`src/rtl/rob_commit_ctrl.sv`:
```
// rtl/rob_commit_ctrl.sv - ROB head retirement sequencer: commit writes, irrevocable ops, traps/xRET, flushes.
module rob_commit_ctrl #(
  parameter int XLEN = 64
) (
  input  logic            clk_i,
  input  logic            arst_i,
  input  logic            rob_valid_i,
  input  logic            rob_complete_i,
  input  logic [XLEN-1:0] rob_pc_i,
  input  logic [XLEN-1:0] rob_data_i,
  input  logic [XLEN-1:0] rob_csrdata_i,
  input  logic [XLEN-1:0] rob_branchaddr_i,
  input  logic [11:0]     rob_exc_i,
  input  logic [7:0]      rob_ctl_i,
  input  logic [4:0]      rob_rdindex_i,
  input  logic [4:0]      rob_frdindex_i,
  input  logic [11:0]     rob_csrindex_i,
  input  logic [4:0]      rob_fflag_i,
  output logic            rob_ready_o,
  output logic [1:0]      rd_we_o,
  output logic [4:0]      rd_addr_o,
  output logic [XLEN-1:0] rd_data_o,
  output logic            csr_we_o,
  output logic [11:0]     csr_addr_o,
  output logic [XLEN-1:0] csr_data_o,
  output logic            fflag_we_o,
  output logic [4:0]      fflag_o,
  output logic            irrevo_req_o,
  input  logic            irrevo_done_i,
  input  logic [XLEN-1:0] irrevo_rdata_i,
  output logic            trap_valid_o,
  output logic [1:0]      trap_kind_o,
  output logic [3:0]      trap_cause_o,
  output logic [XLEN-1:0] trap_pc_o,
  input  logic            trap_ready_i,
  input  logic [XLEN-1:0] trap_target_i,
  output logic            flush_o,
  output logic [XLEN-1:0] flush_pc_o
);

  typedef enum logic [1:0] {
    RUN    = 2'd0,
    IRREVO = 2'd1,
    TRAP   = 2'd2,
    FLUSH  = 2'd3
  } state_t;

  state_t          state, state_next;
  logic [XLEN-1:0] held_pc, held_pc_next;
  logic [1:0]      kind, kind_next;
  logic [3:0]      cause, cause_next;

  logic jump, mret, sret, irrevo, rden, frden, csren, fflagen;
  assign {jump, mret, sret, irrevo, rden, frden, csren, fflagen} = rob_ctl_i;

  // Reset is folded into head so nothing retires while the block is held in reset.
  logic head;
  assign head = rob_valid_i & rob_complete_i & ~arst_i;

  logic [3:0] exc_code;
  always_comb begin
    exc_code = 4'd0;
    if      (rob_exc_i[11]) exc_code = 4'd0;
    else if (rob_exc_i[10]) exc_code = 4'd12;
    else if (rob_exc_i[9])  exc_code = 4'd1;
    else if (rob_exc_i[8])  exc_code = 4'd2;
    else if (rob_exc_i[7])  exc_code = 4'd3;
    else if (rob_exc_i[6])  exc_code = 4'd8;
    else if (rob_exc_i[5])  exc_code = 4'd4;
    else if (rob_exc_i[4])  exc_code = 4'd6;
    else if (rob_exc_i[3])  exc_code = 4'd13;
    else if (rob_exc_i[2])  exc_code = 4'd15;
    else if (rob_exc_i[1])  exc_code = 4'd5;
    else if (rob_exc_i[0])  exc_code = 4'd7;
  end

  logic            commit;
  logic [XLEN-1:0] commit_data;

  always_comb begin
    state_next   = state;
    held_pc_next = held_pc;
    kind_next    = kind;
    cause_next   = cause;
    commit       = 1'b0;
    commit_data  = rob_data_i;
    rob_ready_o  = 1'b0;
    irrevo_req_o = 1'b0;
    trap_valid_o = 1'b0;
    trap_kind_o  = 2'd0;
    trap_cause_o = 4'd0;
    trap_pc_o    = '0;
    flush_o      = 1'b0;
    flush_pc_o   = '0;

    case (state)
      RUN: begin
        if (head) begin
          if (|rob_exc_i) begin
            kind_next    = 2'd0;
            cause_next   = exc_code;
            held_pc_next = rob_pc_i;
            state_next   = TRAP;
          end else if (mret || sret) begin
            kind_next    = mret ? 2'd1 : 2'd2;
            cause_next   = 4'd0;
            held_pc_next = rob_pc_i;
            state_next   = TRAP;
          end else if (irrevo) begin
            held_pc_next = rob_pc_i;
            state_next   = IRREVO;
          end else begin
            commit      = 1'b1;
            rob_ready_o = 1'b1;
            if (jump) begin
              flush_o    = 1'b1;
              flush_pc_o = rob_branchaddr_i;
              state_next = FLUSH;
            end else if (csren) begin
              // CSR side effects may change fetch/translation state, so refetch.
              flush_o    = 1'b1;
              flush_pc_o = rob_pc_i + XLEN'(4);
              state_next = FLUSH;
            end
          end
        end
      end

      IRREVO: begin
        irrevo_req_o = 1'b1;
        if (irrevo_done_i) begin
          commit      = 1'b1;
          commit_data = irrevo_rdata_i;
          rob_ready_o = 1'b1;
          flush_o     = 1'b1;
          flush_pc_o  = held_pc + XLEN'(4);
          state_next  = FLUSH;
        end
      end

      TRAP: begin
        trap_valid_o = 1'b1;
        trap_kind_o  = kind;
        trap_cause_o = cause;
        trap_pc_o    = held_pc;
        if (trap_ready_i) begin
          rob_ready_o = 1'b1;
          flush_o     = 1'b1;
          flush_pc_o  = trap_target_i;
          state_next  = FLUSH;
        end
      end

      FLUSH: state_next = RUN;

      default: state_next = RUN;
    endcase
  end

  // Architectural writes for a retiring head; x0 is hardwired so its write is dropped, f0 is not.
  always_comb begin
    rd_we_o    = 2'b00;
    rd_addr_o  = 5'd0;
    rd_data_o  = '0;
    csr_we_o   = 1'b0;
    csr_addr_o = 12'd0;
    csr_data_o = '0;
    fflag_we_o = 1'b0;
    fflag_o    = 5'd0;
    if (commit) begin
      rd_we_o    = {frden, rden & (|rob_rdindex_i)};
      rd_addr_o  = frden ? rob_frdindex_i : rob_rdindex_i;
      rd_data_o  = commit_data;
      csr_we_o   = csren;
      csr_addr_o = rob_csrindex_i;
      csr_data_o = rob_csrdata_i;
      fflag_we_o = fflagen;
      fflag_o    = rob_fflag_i;
    end
  end

  always_ff @(posedge clk_i or posedge arst_i) begin
    if (arst_i) begin
      state   <= RUN;
      held_pc <= '0;
      kind    <= 2'd0;
      cause   <= 4'd0;
    end else begin
      state   <= state_next;
      held_pc <= held_pc_next;
      kind    <= kind_next;
      cause   <= cause_next;
    end
  end

endmodule

```
`config.mk`:
```
export PLATFORM = sky130hd
export DESIGN_NAME = rob_commit_ctrl
export DESIGN_NICKNAME = d
export VERILOG_FILES = /design/src/rtl/rob_commit_ctrl.sv
export SDC_FILE = /design/constraint.sdc
export NUM_CORES = 1
export LEC_CHECK = 0
export ABC_CLOCK_PERIOD_IN_PS = 4100
export CAP_MARGIN = 40
export CORE_AREA = 2 2 286 288
export CTS_CLUSTER_SIZE = 28
export DETAILED_ROUTE_END_ITERATION = 12
export DIE_AREA = 0 0 288 290
export GPL_TIMING_DRIVEN = 0
export HOLD_SLACK_MARGIN = 0.1
export PLACE_DENSITY = 0.37
export SYNTH_ARGS = -nofsm -noshare
export SYNTH_HDL_FRONTEND = slang
export SYNTH_SLANG_ARGS = --single-unit
```
`constraint.sdc`:
```
create_clock -name clk_i -period 4.1 [get_ports clk_i]
set_clock_uncertainty 0.15 [all_clocks]
set_input_delay 0.82 -clock clk_i [delete_from_list [all_inputs] [get_ports clk_i]]
set_output_delay 0.82 -clock clk_i [all_outputs]
set_load 0.05 [all_outputs]
```
==> out/results.txt, run 1 <==
Dpl ws: -2.12 ns
H-tree depth reported by CTS: 3
CP max FO: 6
Final hold violations: 0
Max Slew Vio Count: 0
Longest Clk Path Bufs: 2
DPL Wire Length: 81.4 mm
Unrepaired setup endpoints after global routing: true
Reg-to-Reg Start: state[0]
Post-synth cell types: 60
Post-synthesis sequential area ratio: 0.187
Cells after Synth: 1,380
Die Span X: 288 um
Worst-path clk slew: 0.08 ns
Worst R2R Setup Slack: 1.28 ns
Worst hold stages: 2
Synth Flop Type: dfrtp_1
Power, Total: 9.86 mW
Worst reg2reg path depth: 8
Via-per-instance ratio: 4.53
Cell Area, Synth: 9620 sq um
Yosys Warn Count: 0
HP Start: cause[3]
Worst hold path endpoint: cause[3]
Reg power frac: 0.172
Post-Place Cells: 3,206
PwrDens: 493 nW/um^2
Critical path type: input port to primary output
IO Count: 729
Number of synthesized flops with an enable pin: 0
Fin nets: 2,653
HP Class: register to register
DRC violations left: 0
Part of the cycle the worst path needs: 1.03
CTS tree: done
Net Sw Frac: 0.591
VDD IR max: 0.206 mV
RePlAce Congestion: 0.889
Pleak: 7.77 nW
Sink Count: 72
Internal Power: 4.04 mW
Fmax: 237 MHz
Initial drt markers: 932
Total GRT Usage: 0.219
DIE HEIGHT: 290 um
Arr. time, crit path: 3.26 ns
Final Instance Count excl. Fillers: 3,282
Root Buffer: clkbuf_16
Failing checks: negative setup slack
Comb pwr share: 0.740
Max_cap viols: 0
Critical Path End Type: primary output
Port bufs: 724
Vias in the first global route: 15.5k
Total CTS buffers: 9
Core Area: 80,200 sq um
RR Endpoint: held_pc[2]
Final min period: 4.23 ns
Initial antenna violation count: 19
Total grt overflow: 0
Commonest non-fill, non-tap cell in the layout: clkdlybuf4s50_1
Outcome: finished, violations left
Startpoint types: input port
DR vias: 14.9k
Initial Utilization: 0.120
P_sw: 5.82 mW
Flops & latches, synth: 72
Layout cells sized above 1: 0.279
Slew HR: 0.471
TritonRoute pass-1 iters: 6
Setup-failing EPs final: 8
Wirelength per Cell: 29.0 um
Antenna-violating nets left: 0
Data required time of the worst path: 3.13 ns
Row count: 104
Global-route wire length before repair: 128 mm
Commonest non-fill, non-tap cells in the layout: clkdlybuf4s50_1 (437), nand2_1 (223), and2_1 (164), buf_4 (102), buf_2 (84)
Final hold slack: 0.321 ns
Layout area overhead: 108%
Pin count of the biggest net entering global routing: 52
Die area: 83,500 sq um
WL final: 95.1 mm
Syn Area/Cell: 6.97 sq um
Worst skew pair latency: 0.36 ns
Setup ws final: -0.125 ns
Clock power frac: 0.088
Worst slew pin tran: 0.782 ns
Net count after synthesis: 1,824
Post-synthesis async set-or-reset flop share: 1.00
[layer usage]
metal  vias to the layer above  track usage  part of all wire
li1                       6718            -                 -
met1                      7312        0.243              0.37
met2                       734        0.413              0.53
met3                        97       0.0428             0.070
met4                        10       0.0648             0.028
met5                         -            0           0.00073
[worst max path at each step]
stage	startpoint	slack [ns]	to
floorplan	rob_pc_i[2]	-0.08	flush_pc_o[54]
global placement	state[0]	-2.87	flush_pc_o[9]
detailed placement	rob_exc_i[1]	-2.12	csr_data_o[39]
CTS	rob_pc_i[3]	-0.24	flush_pc_o[54]
global route	rob_pc_i[3]	-0.20	flush_pc_o[54]
finish	rob_pc_i[22]	-0.13	flush_pc_o[54]
[worst max-delay path, stage by stage]
cell,delay [ns]
clkbuf_4,0.18
nand4_4,0.16
or3_4,0.42
or4_4,0.61
nor4_4,0.27
mux2_4,0.36
a21oi_4,0.23
buf_6,0.19
[state kept, by name (all words and copies together), names as in the netlist]
register / flops
kind: 2
state: 2
cause: 4
held_pc: 64
[logic make-up after synthesis]
logic type               share of synthesized area
flip-flops                                   0.187
AND/OR/NAND/NOR                              0.390
adder cells (fa/ha/maj)                    0.00911
AO/OA/AOI/OAI                                0.221
XOR/XNOR                                    0.0647
buffers and inverters                       0.0490
multiplexers                                0.0785
[area by class of cell]
class	count	area (sq um)
fill	8985	60200
multi-input combinational	1187	8190
timing repair buffer	826	7700
sequential	72	1810
tap	1060	1330
buffer	90	568
clock buffer	10	229
inverter	23	88.8
clock inverter	5	58.8
antenna	9	22.5
[repair_timing]
action / in CTS / in global routing
endpoints found under the hold margin: 0 / 0
hold buffers: 0 / 0
buffers inserted: 51 / 9
gates cloned: 3 / 0
resized for setup: 1281 / 219
setup endpoints to repair: 251 / 151
pin swaps: 49 / 33
[cells in the mapped netlist (3+ instances only)]
| master | count | area (sq um) |
|---|---|---|
| nand2_1 | 233 | 875 |
| and2_1 | 166 | 1040 |
| o21ai_0 | 124 | 621 |
| clkbuf_1 | 91 | 342 |
| dfrtp_1 | 72 | 1800 |
| nand3_1 | 59 | 295 |
| mux2_2 | 58 | 653 |
| nor2_1 | 58 | 218 |
| a22oi_1 | 56 | 420 |
| xnor2_1 | 55 | 482 |
| nand4_1 | 51 | 319 |
| nor4_1 | 44 | 275 |
| a31oi_1 | 34 | 213 |
| nor3_1 | 29 | 145 |
| a21oi_1 | 27 | 135 |
| inv_1 | 23 | 86.3 |
| o31a_1 | 22 | 193 |
| xor2_1 | 16 | 140 |
| and3_1 | 15 | 93.8 |
| a221oi_1 | 13 | 114 |
| and4_1 | 12 | 105 |
| o21a_1 | 11 | 82.6 |
| or3_1 | 10 | 62.6 |
| mux2i_1 | 9 | 90.1 |
| ha_1 | 7 | 87.6 |
| a22o_1 | 6 | 52.6 |
| a21boi_0 | 5 | 37.5 |
| nor4_2 | 5 | 62.6 |
| o21ai_1 | 5 | 25.0 |
| o31ai_1 | 5 | 37.5 |
| or4_1 | 5 | 37.5 |
| nand2b_1 | 4 | 25.0 |
| nor4b_1 | 4 | 35.0 |
| a211oi_1 | 3 | 22.5 |
| buf_2 | 3 | 15.0 |
| o211a_1 | 3 | 30.0 |
[power groups by stage]
stage	combinational [mW]	sequential, mW	clock (mW)
after floorplan	4.19	1.39	0
after global placement	7.15	1.63	0
after detailed placement	7.37	1.65	0
after CTS	7.36	1.67	0.886
after global routing	7.67	1.74	0.907
final	7.30	1.69	0.867
[per-stage QoR]
stage	setup TNS, ns	util	instance area, sq um
after floorplan	-0.0834	-	9810
after global placement	-485.61	0.229	18400
after detailed placement	-358.56	0.236	18900
after CTS	-0.906	0.248	19900
after global routing	-0.997	0.249	20000
final	-0.414	0.249	20000
No activity file was read; power rests on OpenSTA's default activity.
==> run 2, diff against run 1 <==
--- a/config.mk
+++ b/config.mk
@@ -14,6 +14,7 @@
 export GPL_TIMING_DRIVEN = 0
 export HOLD_SLACK_MARGIN = 0.1
 export PLACE_DENSITY = 0.37
+export RECOVER_POWER = 50
 export SYNTH_ARGS = -nofsm -noshare
 export SYNTH_HDL_FRONTEND = slang
 export SYNTH_SLANG_ARGS = --single-unit
==> out/results.txt, run 2 (same netlist as run 1, synthesis figures left out) <==
Outcome: finished, violations left (unchanged)
Failing checks: max-capacitance violations, max-slew violations, negative setup slack (was negative setup slack)
CTS tree: done (unchanged)
Pleak: 7.87 nW (was 7.77 nW)
DRC violations left: 0 (unchanged)
H-tree depth reported by CTS: 3 (unchanged)
DPL Wire Length: 81.4 mm (unchanged)
Comb pwr share: 0.738 (was 0.740)
Critical Path End Type: primary output (unchanged)
WL final: 95.1 mm (about the same)
Total grt overflow: 0 (unchanged)
Total GRT Usage: 0.219 (unchanged)
Row count: 104 (unchanged)
Port bufs: 724 (unchanged)
Most flop-heavy register: held_pc (unchanged)
Core Area: 80,200 sq um (unchanged)
Final hold violations: 0 (unchanged)
Layout cells sized above 1: 0.277 (was 0.279)
Vias in the first global route: 15.5k (unchanged)
HP Start: cause[3] (unchanged)
Wirelength per Cell: 29.0 um (about the same)
VDD IR max: 0.206 mV (about the same)
Die Span X: 288 um (unchanged)
Initial Utilization: 0.120 (unchanged)
Final hold slack: 0.321 ns (about the same)
Fmax: 237 MHz (about the same)
Startpoint types: input port (unchanged)
Internal Power: 3.95 mW (was 4.04 mW)
Worst path cell trace: clkbuf_4 -> nand4_4 -> or3_4 -> or4_4 -> nor4_4 -> mux2_4 -> a21oi_4 -> buf_6 (unchanged)
Design area: 19,900 sq um (was 20,000 sq um)
Max_cap viols: 1 (was 0)
Setup ws final: -0.121 ns (was -0.125 ns)
Worst-path clk slew: 0.08 ns (about the same)
TritonRoute pass-1 iters: 6 (unchanged)
Final min period: 4.22 ns (was 4.23 ns)
Worst slew pin tran: 1.68 ns (was 0.782 ns)
Crit path max-delay family: simple AND/OR/NAND/NOR gates (unchanged)
Longest Clk Path Bufs: 2 (unchanged)
Die area: 83,500 sq um (unchanged)
Slowest CP cell: or4_4 (unchanged)
Reg-to-Reg Start: state[0] (unchanged)
RePlAce Congestion: 0.889 (unchanged)
Sink Count: 72 (unchanged)
HP Class: register to register (unchanged)
Top Registers: held_pc: 64 flops, cause: 4 flops (unchanged)
Arr. time, crit path: 3.25 ns (was 3.26 ns)
Clock power frac: 0.089 (was 0.088)
PwrDens: 490 nW/um^2 (was 493 nW/um^2)
Antenna-violating nets left: 0 (unchanged)
Worst skew pair latency: 0.36 ns (about the same)
Initial drt markers: 911 (was 932)
Dpl ws: -2.12 ns (unchanged)
Max stage delay on crit path: 0.61 ns (about the same)
Part of the cycle the worst path needs: 1.03 (about the same)
Root Buffer: clkbuf_16 (unchanged)
DIE HEIGHT: 290 um (unchanged)
RR Endpoint: held_pc[2] (unchanged)
Power, Total: 9.77 mW (was 9.86 mW)
Reg power frac: 0.173 (was 0.172)
Pin count of the biggest net entering global routing: 52 (unchanged)
CP max FO: 6 (unchanged)
Commonest non-fill, non-tap cells in the layout: clkdlybuf4s50_1 (385), nand2_1 (223), and2_1 (164), buf_4 (101), buf_2 (84) (was clkdlybuf4s50_1 (437), nand2_1 (223), and2_1 (164), buf_4 (102), buf_2 (84))
P_sw: 5.81 mW (was 5.82 mW)
Setup-failing EPs final: 10 (was 8)
Initial antenna violation count: 18 (was 19)
Commonest non-fill, non-tap cell in the layout: clkdlybuf4s50_1 (unchanged)
Max Slew Vio Count: 52 (was 0)
Worst R2R Setup Slack: 0.62 ns (was 1.28 ns)
Worst reg2reg path depth: 8 (unchanged)
Post-Place Cells: 3,206 (unchanged)
Worst hold stages: 2 (unchanged)
Worst hold path endpoint: cause[3] (unchanged)
IO Count: 729 (unchanged)
Global-route wire length before repair: 128 mm (unchanged)
Net Sw Frac: 0.595 (was 0.591)
Critical path type: input port to primary output (unchanged)
WP buf/inv: 2 (unchanged)
Layout area overhead: 107% (was 108%)
Via-per-instance ratio: 4.53 (about the same)
Final Instance Count excl. Fillers: 3,282 (unchanged)
DR vias: 14.9k (about the same)
Total CTS buffers: 9 (unchanged)
Unrepaired setup endpoints after global routing: true (unchanged)
Slew HR: -0.123 (was 0.471)
Fin nets: 2,653 (unchanged)
Data required time of the worst path: 3.13 ns (about the same)
Number of flip-flops in the largest register: 64 (unchanged)
DP Area: 18,900 sq um (unchanged)
[run 2: worst max-delay path by stage]
| stage | cells after the start | startpoint | end | slack [ns] |
|---|---|---|---|---|
| 2_1_floorplan | 8 | rob_pc_i[2] | flush_pc_o[54] | -0.08 |
| 3_3_place_gp | 10 | state[0] | flush_pc_o[9] | -2.87 |
| 3_5_place_dp | 10 | rob_exc_i[1] | csr_data_o[39] | -2.12 |
| 4_1_cts | 10 | rob_pc_i[3] | flush_pc_o[54] | -0.24 |
| 5_1_grt | 9 | rob_pc_i[3] | flush_pc_o[54] | -0.20 |
| 6_report | 8 | rob_pc_i[22] | flush_pc_o[54] | -0.12 |
[run 2: per-layer routing]
layer / part of all wire / wire, um / track usage
met1: 0.37 / 35300 / 0.243
met5: 0.00073 / 69 / 0
met3: 0.071 / 6760 / 0.0428
met4: 0.029 / 2790 / 0.0648
met2: 0.53 / 50200 / 0.413
[run 2: what timing repair did]
| action | in CTS | in global routing |
|---|---|---|
| setup buffers | 51 | 9 |
| gates cloned | 3 | 0 |
| setup endpoints to repair | 251 | 151 |
| pin swaps | 49 | 33 |
| hold buffers | 0 | 0 |
| resized for setup | 1281 | 219 |
[run 2: stage by stage]
stage                util  TNS [ns]
finish              0.249    -0.472
global route        0.249     -8.91
CTS                 0.248    -0.906
detailed placement  0.236   -358.56
global placement    0.229   -485.61
floorplan               -   -0.0834
[run 2: tightest hold or removal path, stage by stage, from the launching register on]
cell,delay [ns]
dfrtp_1,0.34
nand2_1,0.05
o31ai_1,0.05
[run 2: area by class of cell]
| type | count | area [sq um] |
|---|---|---|
| antenna | 9 | 22.5 |
| buffer | 90 | 568 |
| clock buffer | 10 | 229 |
| clock inverter | 5 | 58.8 |
| fill | 8999 | 60200 |
| inverter | 23 | 87.6 |
| multi-input combinational | 1187 | 8170 |
| sequential | 72 | 1810 |
| tap | 1060 | 1330 |
| timing repair buffer | 826 | 7650 |
[run 2: power groups by stage]
stage	clock network, mW	logic [mW]	registers, mW
2_1_floorplan	0	4.19	1.39
5_1_grt	0.907	7.58	1.74
3_3_place_gp	0	7.15	1.63
4_1_cts	0.886	7.36	1.67
3_5_place_dp	0	7.37	1.65
6_report	0.865	7.21	1.69
